<file path="src/rtl/square_voice_bank_dac.sv">
// square_voice_bank_dac: N-voice square-wave tone bank, mixer and audio DAC
// serializer, all on one clock.
//
// Build option: define MIX_SATURATE_EN to clamp the mix to the signed
// SAMPLE_W range and report clamping on clip. Left undefined, the mix wraps
// (two's complement) and clip stays 0.
//
// Ports:
//   CLOCK_50_B5B   in   system clock
//   RESET_N        in   asynchronous active-low reset
//   voice_period   in   packed half-periods, voice i at [i*PERIOD_W +: PERIOD_W]
//   voice_amp      in   packed unsigned amplitudes, voice i at [i*AMP_W +: AMP_W]
//   voice_load     in   per-voice pulse: latch period/amp, restart phase high
//   voice_enable   in   per-voice level; 0 mutes the voice in the mix
//   AUD_XCK        out  codec master clock
//   AUD_BCLK       out  bit clock
//   AUD_DACLRCK    out  word select, 0 = left, 1 = right
//   AUD_DACDAT     out  serial data, MSB first
//   sample_strobe  out  one-cycle pulse when a mix sample is latched
//   clip           out  1 when the last latched sample was clamped
module square_voice_bank_dac #(
  parameter int unsigned NUM_VOICES = 4,
  parameter int unsigned SAMPLE_W   = 24,
  parameter int unsigned PERIOD_W   = 21,
  parameter int unsigned AMP_W      = 16,
  parameter int unsigned MCLK_DIV   = 2,
  parameter int unsigned BCLK_DIV   = 2
) (
  input  logic                           CLOCK_50_B5B,
  input  logic                           RESET_N,
  input  logic [NUM_VOICES*PERIOD_W-1:0] voice_period,
  input  logic [NUM_VOICES*AMP_W-1:0]    voice_amp,
  input  logic [NUM_VOICES-1:0]          voice_load,
  input  logic [NUM_VOICES-1:0]          voice_enable,
  output logic                           AUD_XCK,
  output logic                           AUD_BCLK,
  output logic                           AUD_DACLRCK,
  output logic                           AUD_DACDAT,
  output logic                           sample_strobe,
  output logic                           clip
);

  localparam int unsigned HALF_BCLK  = MCLK_DIV * BCLK_DIV;
  localparam int unsigned MCNT_W     = $clog2(MCLK_DIV + 1);
  localparam int unsigned BCNT_W     = $clog2(HALF_BCLK + 1);
  localparam int unsigned BIDX_W     = $clog2(2 * SAMPLE_W);
  localparam int unsigned VOICE_BITS = (NUM_VOICES > 1) ? $clog2(NUM_VOICES) : 0;
`ifdef MIX_SATURATE_EN
  // Full-precision mix so overflow can be detected before clamping.
  localparam int unsigned MIX_W = SAMPLE_W + VOICE_BITS + 1;
  localparam logic signed [MIX_W-1:0] SAT_MAX =
    {{(MIX_W - SAMPLE_W + 1){1'b0}}, {(SAMPLE_W - 1){1'b1}}};
  localparam logic signed [MIX_W-1:0] SAT_MIN =
    {{(MIX_W - SAMPLE_W + 1){1'b1}}, {(SAMPLE_W - 1){1'b0}}};
`else
  // Wrapping mix: modular arithmetic in SAMPLE_W bits equals the low bits
  // of the wide sum, so the wide sum is never built.
  localparam int unsigned MIX_W = SAMPLE_W;
`endif

  // Per-voice state
  logic [PERIOD_W-1:0] r_period_q [NUM_VOICES];
  logic [AMP_W-1:0]    r_amp_q    [NUM_VOICES];
  logic [PERIOD_W-1:0] r_cnt      [NUM_VOICES];
  logic                r_phase    [NUM_VOICES];

  // Mixer
  logic signed [MIX_W-1:0] w_sum;
  logic signed [MIX_W-1:0] r_mix_q;
  logic [SAMPLE_W-1:0]     w_sample;
  logic                    w_clip;

  // Clock generation
  logic [MCNT_W-1:0] r_mcnt;
  logic [BCNT_W-1:0] r_bcnt;
  logic              r_xck;
  logic              r_bclk;
  logic              w_bclk_fall;

  // Serializer
  logic [BIDX_W-1:0]   r_bidx;
  logic [SAMPLE_W-1:0] r_hold;
  logic [SAMPLE_W-1:0] r_shift;
  logic                r_dat;
  logic                r_lrck;
  logic                r_strobe;
  logic                r_clip;

  // Voice oscillators; a load takes priority over a wrap in the same cycle.
  always_ff @(posedge CLOCK_50_B5B or negedge RESET_N) begin
    if (!RESET_N) begin
      for (int i = 0; i < int'(NUM_VOICES); i++) begin
        r_period_q[i] <= '0;
        r_amp_q[i]    <= '0;
        r_cnt[i]      <= '0;
        r_phase[i]    <= 1'b0;
      end
    end else begin
      for (int i = 0; i < int'(NUM_VOICES); i++) begin
        if (voice_load[i]) begin
          r_period_q[i] <= voice_period[i*PERIOD_W +: PERIOD_W];
          r_amp_q[i]    <= voice_amp[i*AMP_W +: AMP_W];
          r_cnt[i]      <= '0;
          r_phase[i]    <= 1'b1;
        end else if (r_period_q[i] != '0) begin
          if (r_cnt[i] == r_period_q[i] - PERIOD_W'(1)) begin
            r_cnt[i]   <= '0;
            r_phase[i] <= ~r_phase[i];
          end else begin
            r_cnt[i] <= r_cnt[i] + PERIOD_W'(1);
          end
        end
      end
    end
  end

  // Signed sum of active voices; amplitudes are unsigned so zero-extend.
  always_comb begin
    w_sum = '0;
    for (int i = 0; i < int'(NUM_VOICES); i++) begin
      if (voice_enable[i] && (r_period_q[i] != '0)) begin
        if (r_phase[i]) w_sum = w_sum + MIX_W'(r_amp_q[i]);
        else            w_sum = w_sum - MIX_W'(r_amp_q[i]);
      end
    end
  end

  always_ff @(posedge CLOCK_50_B5B or negedge RESET_N) begin
    if (!RESET_N) r_mix_q <= '0;
    else          r_mix_q <= w_sum;
  end

`ifdef MIX_SATURATE_EN
  // Clamp to the signed SAMPLE_W range.
  always_comb begin
    w_sample = r_mix_q[SAMPLE_W-1:0];
    w_clip   = 1'b0;
    if (r_mix_q > SAT_MAX) begin
      w_sample = {1'b0, {(SAMPLE_W - 1){1'b1}}};
      w_clip   = 1'b1;
    end else if (r_mix_q < SAT_MIN) begin
      w_sample = {1'b1, {(SAMPLE_W - 1){1'b0}}};
      w_clip   = 1'b1;
    end
  end
`else
  assign w_sample = r_mix_q;
  assign w_clip   = 1'b0;
`endif

  // Master clock and bit clock dividers, both free-running from reset.
  always_ff @(posedge CLOCK_50_B5B or negedge RESET_N) begin
    if (!RESET_N) begin
      r_mcnt <= '0;
      r_xck  <= 1'b0;
      r_bcnt <= '0;
      r_bclk <= 1'b0;
    end else begin
      if (r_mcnt == MCNT_W'(MCLK_DIV - 1)) begin
        r_mcnt <= '0;
        r_xck  <= ~r_xck;
      end else begin
        r_mcnt <= r_mcnt + MCNT_W'(1);
      end
      if (r_bcnt == BCNT_W'(HALF_BCLK - 1)) begin
        r_bcnt <= '0;
        r_bclk <= ~r_bclk;
      end else begin
        r_bcnt <= r_bcnt + BCNT_W'(1);
      end
    end
  end

  // High in the cycle where the registered bit clock goes 1 -> 0.
  assign w_bclk_fall = (r_bcnt == BCNT_W'(HALF_BCLK - 1)) && r_bclk;

  // Serializer: r_hold keeps the latched sample so the right word repeats it.
  always_ff @(posedge CLOCK_50_B5B or negedge RESET_N) begin
    if (!RESET_N) begin
      r_bidx   <= '0;
      r_hold   <= '0;
      r_shift  <= '0;
      r_dat    <= 1'b0;
      r_lrck   <= 1'b0;
      r_strobe <= 1'b0;
      r_clip   <= 1'b0;
    end else begin
      r_strobe <= 1'b0;
      if (w_bclk_fall) begin
        r_lrck <= (r_bidx >= BIDX_W'(SAMPLE_W));
        if (r_bidx == BIDX_W'(2 * SAMPLE_W - 1)) r_bidx <= '0;
        else                                     r_bidx <= r_bidx + BIDX_W'(1);
        if (r_bidx == '0) begin
          r_hold   <= w_sample;
          r_shift  <= {w_sample[SAMPLE_W-2:0], 1'b0};
          r_dat    <= w_sample[SAMPLE_W-1];
          r_strobe <= 1'b1;
          r_clip   <= w_clip;
        end else if (r_bidx == BIDX_W'(SAMPLE_W)) begin
          r_shift <= {r_hold[SAMPLE_W-2:0], 1'b0};
          r_dat   <= r_hold[SAMPLE_W-1];
        end else begin
          r_shift <= {r_shift[SAMPLE_W-2:0], 1'b0};
          r_dat   <= r_shift[SAMPLE_W-1];
        end
      end
    end
  end

  assign AUD_XCK       = r_xck;
  assign AUD_BCLK      = r_bclk;
  assign AUD_DACLRCK   = r_lrck;
  assign AUD_DACDAT    = r_dat;
  assign sample_strobe = r_strobe;
  assign clip          = r_clip;

endmodule

</file>
<file path="config.mk">
export PLATFORM = sky130hd
export DESIGN_NAME = square_voice_bank_dac
export DESIGN_NICKNAME = d
export VERILOG_FILES = /design/src/rtl/square_voice_bank_dac.sv
export SDC_FILE = /design/constraint.sdc
export NUM_CORES = 1
export LEC_CHECK = 0
export CORE_MARGIN = 5
export CORE_UTILIZATION = 60
export DETAILED_ROUTE_END_ITERATION = 10
export DONT_BUFFER_PORTS = 1
export PLACE_DENSITY_LB_ADDON = 0.12
export REMOVE_ABC_BUFFERS = 1
export SYNTH_ARGS = -nofsm -noshare
export SYNTH_HDL_FRONTEND = slang
export SYNTH_SLANG_ARGS = --single-unit
</file>
<file path="constraint.sdc">
create_clock -name CLOCK_50_B5B -period 17.8 [get_ports CLOCK_50_B5B]
set_input_delay 0 -clock CLOCK_50_B5B [delete_from_list [all_inputs] [get_ports CLOCK_50_B5B]]
set_output_delay 0 -clock CLOCK_50_B5B [all_outputs]
set_load 0.05 [all_outputs]
</file>
==> results.sh, run 1 <==
export IMPL_status="complete, no violations"
export IMPL_critPathCaptureType="flop"
export IMPL_clk_latency_ns=0.56
export IMPL_fin_setup_tns_ns=0
export IMPL_fin_skew_ns=0.0210
export IMPL_switching_share_pct=32.8
export IMPL_core_area_um2=36600
export IMPL_grt_first_pass_wirelength_mm=102
export IMPL_worst_pin_slew_ns=1.20
export IMPL_p_sw_mw=0.781
export IMPL_worstSetupStartpointType="flop"
export IMPL_synth_compound_area_share_pct=15.6
export IMPL_grt_pass1_vias=19900
export IMPL_required_ns=18.22
export IMPL_vias_per_cell=6.20
export IMPL_relSlewSlack_pct=19.4
export IMPL_portBuffers=0
export IMPL_drt_iter0_markers=1603
export IMPL_vdd_drop_max_v=0.0000709
export IMPL_path_max_fanout=13
export IMPL_power_mw=2.38
export IMPL_finalCritPeriodShare_pct=52.3
export IMPL_cpMostUsedCell="a21o_1"
export IMPL_routed_via_count=19900
export IMPL_htreeDepth=2
export IMPL_grt_max_degree=324
export IMPL_die_w_um=203
export IMPL_cts_sinks=323
export IMPL_syn_area_um2=22300
export IMPL_num_rows=70
export IMPL_gp_congestion=0.918
export IMPL_drive_above_1_share_pct=10.0
export IMPL_synth_edf_count=0
export IMPL_fin_crit_ns=9.31
export IMPL_ys_top_cells_by_area="dfrtp_1 (36%), mux2_2 (8.4%), xnor2_1 (5.9%), ha_1 (4.9%), xor2_1 (3.9%)"
export IMPL_clk_pin_slew_worst_paths_ns=0.06
export IMPL_initial_core_util_pct=60.8
export IMPL_clockBufferDepth=3
export IMPL_synth_cells=2484
export IMPL_grt_setup_unrepaired="false"
export IMPL_postSynthAreaPerCell_um2=8.96
export IMPL_overflow=0
export IMPL_slowest_stage="or4_1"
export IMPL_track_usage_pct=29.9
export IMPL_dieArea_um2=41000
export IMPL_setup_viol=0
export IMPL_synth_top_cell_area_share_pct=36.3
export IMPL_wl_per_cell_um=19.3
export IMPL_synthAdderAreaFrac_pct=5.26
export IMPL_yosysSeqAreaShare_pct=36.3
export IMPL_synth_flop_cell="dfrtp_1"
export IMPL_p_seq_share_pct=38.7
export IMPL_cap_viol_max_count=0
export IMPL_cellLeakagePower_nw=11.2
export IMPL_pin_count=164
export IMPL_cts_buffers=37
export IMPL_worstSetupPathType="flop to flop"
export IMPL_yosysMostFrequentCell="dfrtp_1"
export IMPL_async_flop_share_pct=100
export IMPL_route_detailed_drc=0
export IMPL_antenna_found_initial=10
export IMPL_cp_arrival_ns=9.73
export IMPL_synth_distinct_cells=89
export IMPL_cpPeakStageDelay_ns=0.66
export IMPL_final_nets=2953
export IMPL_finalHoldViolCount=0
export IMPL_synth_top_family_by_area="simple AND/OR/NAND/NOR gates"
export IMPL_area_growth_pct=19.1
export IMPL_postCtsHoldBufs=270
export IMPL_cts_setup_buffers=0
export IMPL_combPwrFrac_pct=30.5
export IMPL_postRouteAntennaNets=0
export IMPL_yosysWarnings=0
export IMPL_ys_ff_latch=323
export IMPL_root_buffer="clkbuf_16"
export IMPL_die_h_um=203
export IMPL_ys_top_cells_by_count="dfrtp_1 (323), nor2_1 (219), nand2_1 (205), a21oi_1 (165), mux2_2 (165)"
export IMPL_wirelength_mm=61.7
export IMPL_synth_xor_area_share_pct=9.90
export IMPL_p_clk_share_pct=30.8
export IMPL_powerDensity_nw_per_um2=90.0
export IMPL_fmax_ghz=0.107
export IMPL_cts_tree="done"
export IMPL_synth_simple_area_share_pct=19.1
export IMPL_yosys_area_top_type="dfrtp_1"
export IMPL_p_int_mw=1.60
export IMPL_hold_path_class="primary input to async pin"
export IMPL_muxShareOfSynthArea_pct=10.3
export IMPL_final_max_slew_viol_count=0
export IMPL_drtPass1Iterations=6
export IMPL_ctsResizeCount=0
export IMPL_dp_hpwl_mm=40.5
## power groups by stage
stage / clock network (mW) / logic [mW] / registers [mW]
final: 0.733 / 0.728 / 0.923
after CTS: 0.744 / 0.716 / 0.918
after detailed placement: 0 / 0.625 / 0.930
after global placement: 0 / 0.609 / 0.923
after floorplan: 0 / 0.509 / 0.903
after global routing: 0.778 / 0.808 / 0.935
## cells in the final DEF, fill, tap and decap left out, drive strengths merged, types with 7 or more instances in the layout
cell type / n
nand2: 205
mux2: 165
and4: 8
or3: 20
or2: 12
o21ai: 161
nor2: 221
inv: 92
a21oi: 165
nand2b: 31
a211oi: 18
a31oi: 26
a2111oi: 8
nor2b: 17
o31ai: 13
o22ai: 19
nand3: 100
o211ai: 12
nor3: 86
diode: 9
o21bai: 13
and3: 45
and2: 15
xnor2: 150
dlygate4sd3: 265
nand4b: 7
a21o: 30
clkbuf: 53
xor2: 99
mux2i: 41
nor4: 26
buf: 21
or4: 23
o21a: 16
nand4: 24
dfrtp: 323
ha: 88
## metrics by stage
stage	utilization, %	std cells	worst slack, ns	hold WS [ns]	cell area [um2]
after floorplan	-	2379	9.87	-0.296	21800
after global placement	61.5	2862	8.97	-0.288	22500
after detailed placement	61.5	2862	8.68	-0.287	22500
after CTS	72.2	3195	8.62	0.0315	26400
after global routing	72.4	3203	7.72	0.0840	26500
final	72.4	3205	8.49	0.0331	26500
## cell type report
type | count | area, um2
Clock buffer | 53 | 1040
Inverter | 91 | 342
Fill cell | 2688 | 10100
Clock inverter | 10 | 106
Tap cell | 468 | 586
Antenna cell | 9 | 22.5
Multi-Input combinational cell | 1965 | 13400
Sequential cell | 323 | 8080
Timing Repair Buffer | 286 | 2920
## cell families after synthesis
group                    after synthesis
AND/OR/NAND/NOR                      860
XOR/XNOR                             250
multiplexers                         207
flip-flops                           323
other                                  1
adder cells (fa/ha/maj)               92
AO/OA/AOI/OAI                        555
buffers and inverters                196
## registers in the layout, summed over array words and instances (netlist names), 2 cells and up
signal	flops
r_cnt	84
r_period_q	84
r_amp_q	64
r_hold	24
r_mix_q	24
r_shift	23
r_bidx	6
r_phase	4
r_bcnt	3
r_mcnt	2
## per-layer routing
layer  vias up  share of wire, %  GRT usage [%]
met4         6               2.7           9.63
met2       663                49           51.0
met1      9697                43           39.8
li1       9371                 -              -
met3       118               5.1           3.87
met5         -             0.071              0
## critical path: cells and delay by family (launching register included)
family	cells	cell delay [ns]
xor+xnor	3	0.56
simple gates	9	2.80
flops	1	0.45
fa+ha+maj	3	1.19
compound gates	15	4.16
## path summary, 6_finish.rpt
path / endpoint / start / cells past startpoint / slack [ns]
hold / removal: r_period_q[27] / RESET_N / 2 / 0.03
min in group CLOCK_50_B5B: r_mix_q[17] / voice_enable[2] / 4 / 0.05
max in group asynchronous: r_period_q[58] / RESET_N / 3 / 16.16
setup reg to reg: r_mix_q[23] / r_period_q[66] / 30 / 8.49
hold reg to reg: r_bcnt[0] / r_bcnt[0] / 1 / 0.44
setup / recovery: r_mix_q[23] / r_period_q[66] / 30 / 8.49
Note: power is estimated with default switching activity, not from simulation.
==> inputs of run 2 (changes only) <==
Clock period 17.8 ns to 8.6 ns, I/O delays scaled along.
==> results.sh, run 2 (same netlist as run 1, synthesis figures left out) <==
export IMPL_area_growth_pct=19.6
export IMPL_fmax_ghz=0.123
export IMPL_path_max_fanout=7
export IMPL_postRouteAntennaNets=0
export IMPL_root_buffer="clkbuf_16"
export IMPL_cp_arrival_ns=8.52
export IMPL_final_max_slew_viol_count=0
export IMPL_htreeDepth=2
export IMPL_clk_pin_slew_worst_paths_ns=0.06
export IMPL_final_util_pct=72.7
export IMPL_worst_pin_slew_ns=1.18
export IMPL_wirelength_mm=60.8
export IMPL_cellLeakagePower_nw=11.3
export IMPL_clk_latency_ns=0.57
export IMPL_relSlewSlack_pct=21.4
export IMPL_pin_count=164
export IMPL_critPathCaptureType="flop"
export IMPL_gp_congestion=0.947
export IMPL_routed_via_count=19700
export IMPL_worst_r2r_setup_slack_ns=0.50
export IMPL_wl_per_cell_um=19.0
export IMPL_dieArea_um2=41000
export IMPL_die_w_um=203
export IMPL_fin_skew_ns=0.0214
export IMPL_initial_core_util_pct=60.8
export IMPL_track_usage_pct=29.2
export IMPL_layout_common_cells="dfrtp_1 (323), dlygate4sd3_1 (258), nor2_1 (218), nand2_1 (204), mux2_2 (165)"
export IMPL_worstSetupPathType="flop to flop"
export IMPL_portBuffers=0
export IMPL_cpPeakStageDelay_ns=0.60
export IMPL_r2r_start="r_period_q[66]"
export IMPL_drtPass1Iterations=5
export IMPL_overflow=0
export IMPL_fillCellCount=2636
export IMPL_final_nets=2954
export IMPL_hold_path_class="primary input to flop"
export IMPL_grt_max_degree=324
export IMPL_vias_per_cell=6.14
export IMPL_worstSetupStartpointType="flop"
export IMPL_crit_path_start="r_period_q[66]"
export IMPL_drt_iter0_markers=1460
export IMPL_cts_buffers=38
export IMPL_route_detailed_drc=0
export IMPL_dp_hpwl_mm=40.2
export IMPL_die_h_um=203
export IMPL_fin_crit_ns=8.10
export IMPL_grt_first_pass_wirelength_mm=100
export IMPL_clockBufferDepth=3
export IMPL_finalHoldViolCount=0
export IMPL_slowest_stage="or4_4"
export IMPL_setup_viol=0
export IMPL_reg2reg_to="r_mix_q[23]"
export IMPL_powerDensity_nw_per_um2=189
export IMPL_worstRegToRegCells=30
export IMPL_grt_pass1_vias=19600
export IMPL_num_rows=70
export IMPL_final_common_cell="dfrtp_1"
export IMPL_regArea_um2=8080
export IMPL_finalCritPeriodShare_pct=94.2
export IMPL_critPathCapture="r_mix_q[23]"
export IMPL_core_area_um2=36600
export IMPL_reg_top3="r_cnt: 84 flops, r_period_q: 84 flops, r_amp_q: 64 flops"
export IMPL_drive_above_1_share_pct=10.9
export IMPL_antenna_found_initial=5
export IMPL_status="complete, no violations"
export IMPL_cts_sinks=323
export IMPL_required_ns=9.02
export IMPL_vdd_drop_max_v=0.000180
export IMPL_cap_viol_max_count=0
export IMPL_multiInputGateArea_um2=13500
export IMPL_cts_tree="done"
export IMPL_fin_setup_tns_ns=0
[run 2: final cells by class]
cell class	count	share of cell area, %
clock inverter	10	0.381
tap	468	2.20
inverter	91	1.28
multi-input combinational	1965	50.5
sequential	323	30.4
antenna	8	0.0752
timing repair buffer	286	10.9
clock buffer	56	4.24
[run 2: worst min path at each step]
stage                               start             end  cells after the start
after floorplan                   RESET_N        AUD_BCLK                      0
after detailed placement          RESET_N  r_period_q[23]                      0
after global placement            RESET_N  r_period_q[23]                      0
after CTS                   voice_load[2]       r_cnt[32]                      2
final                       voice_load[2]       r_cnt[32]                      2
after global routing      voice_enable[2]      r_mix_q[9]                      4
[run 2: power breakdown]
group / switching, mW / total [mW] / internal [mW]
combinational: 0.783 / 1.51 / 0.725
sequential: 0.187 / 1.91 / 1.72
clock: 0.662 / 1.61 / 0.943
total: 1.63 / 5.02 / 3.39
[run 2: routing by layer]
metal / global-route usage (%) / wire length, um / part of all wire, %
met4: 7.76 / 1480 / 2.4
met5: 0 / 14 / 0.023
met1: 39.5 / 26500 / 44
met3: 4.54 / 3370 / 5.5
met2: 49.5 / 29500 / 48
[run 2: critical path: cells and delay by family (launching register included)]
family / cells / cell delay, ns
simple gates: 10 / 2.23
compound gates: 14 / 3.43
flops: 1 / 0.45
xor+xnor: 3 / 0.67
fa+ha+maj: 3 / 1.18
[run 2: per-stage QoR]
stage               hold slack, ns  total power [mW]  instance area (um2)  std cells  setup slack, ns
finish                      0.0326              5.02                26600       3207            0.501
CTS                        0.00109              5.00                26500       3196            0.162
floorplan                   -0.296              2.92                21800       2379            0.670
global route                0.0607              5.31                26600       3203          -0.0188
global placement            -0.288              3.18                22600       2867            0.262
detailed placement          -0.287              3.22                22600       2867           0.0330
[run 2: what timing repair did]
item,CTS,global route
hold buffers,263,0
pin swaps,0,3
resized for setup,1,13
buffers inserted,0,2
setup endpoints to repair,1,2
hold endpoints to repair,549,0
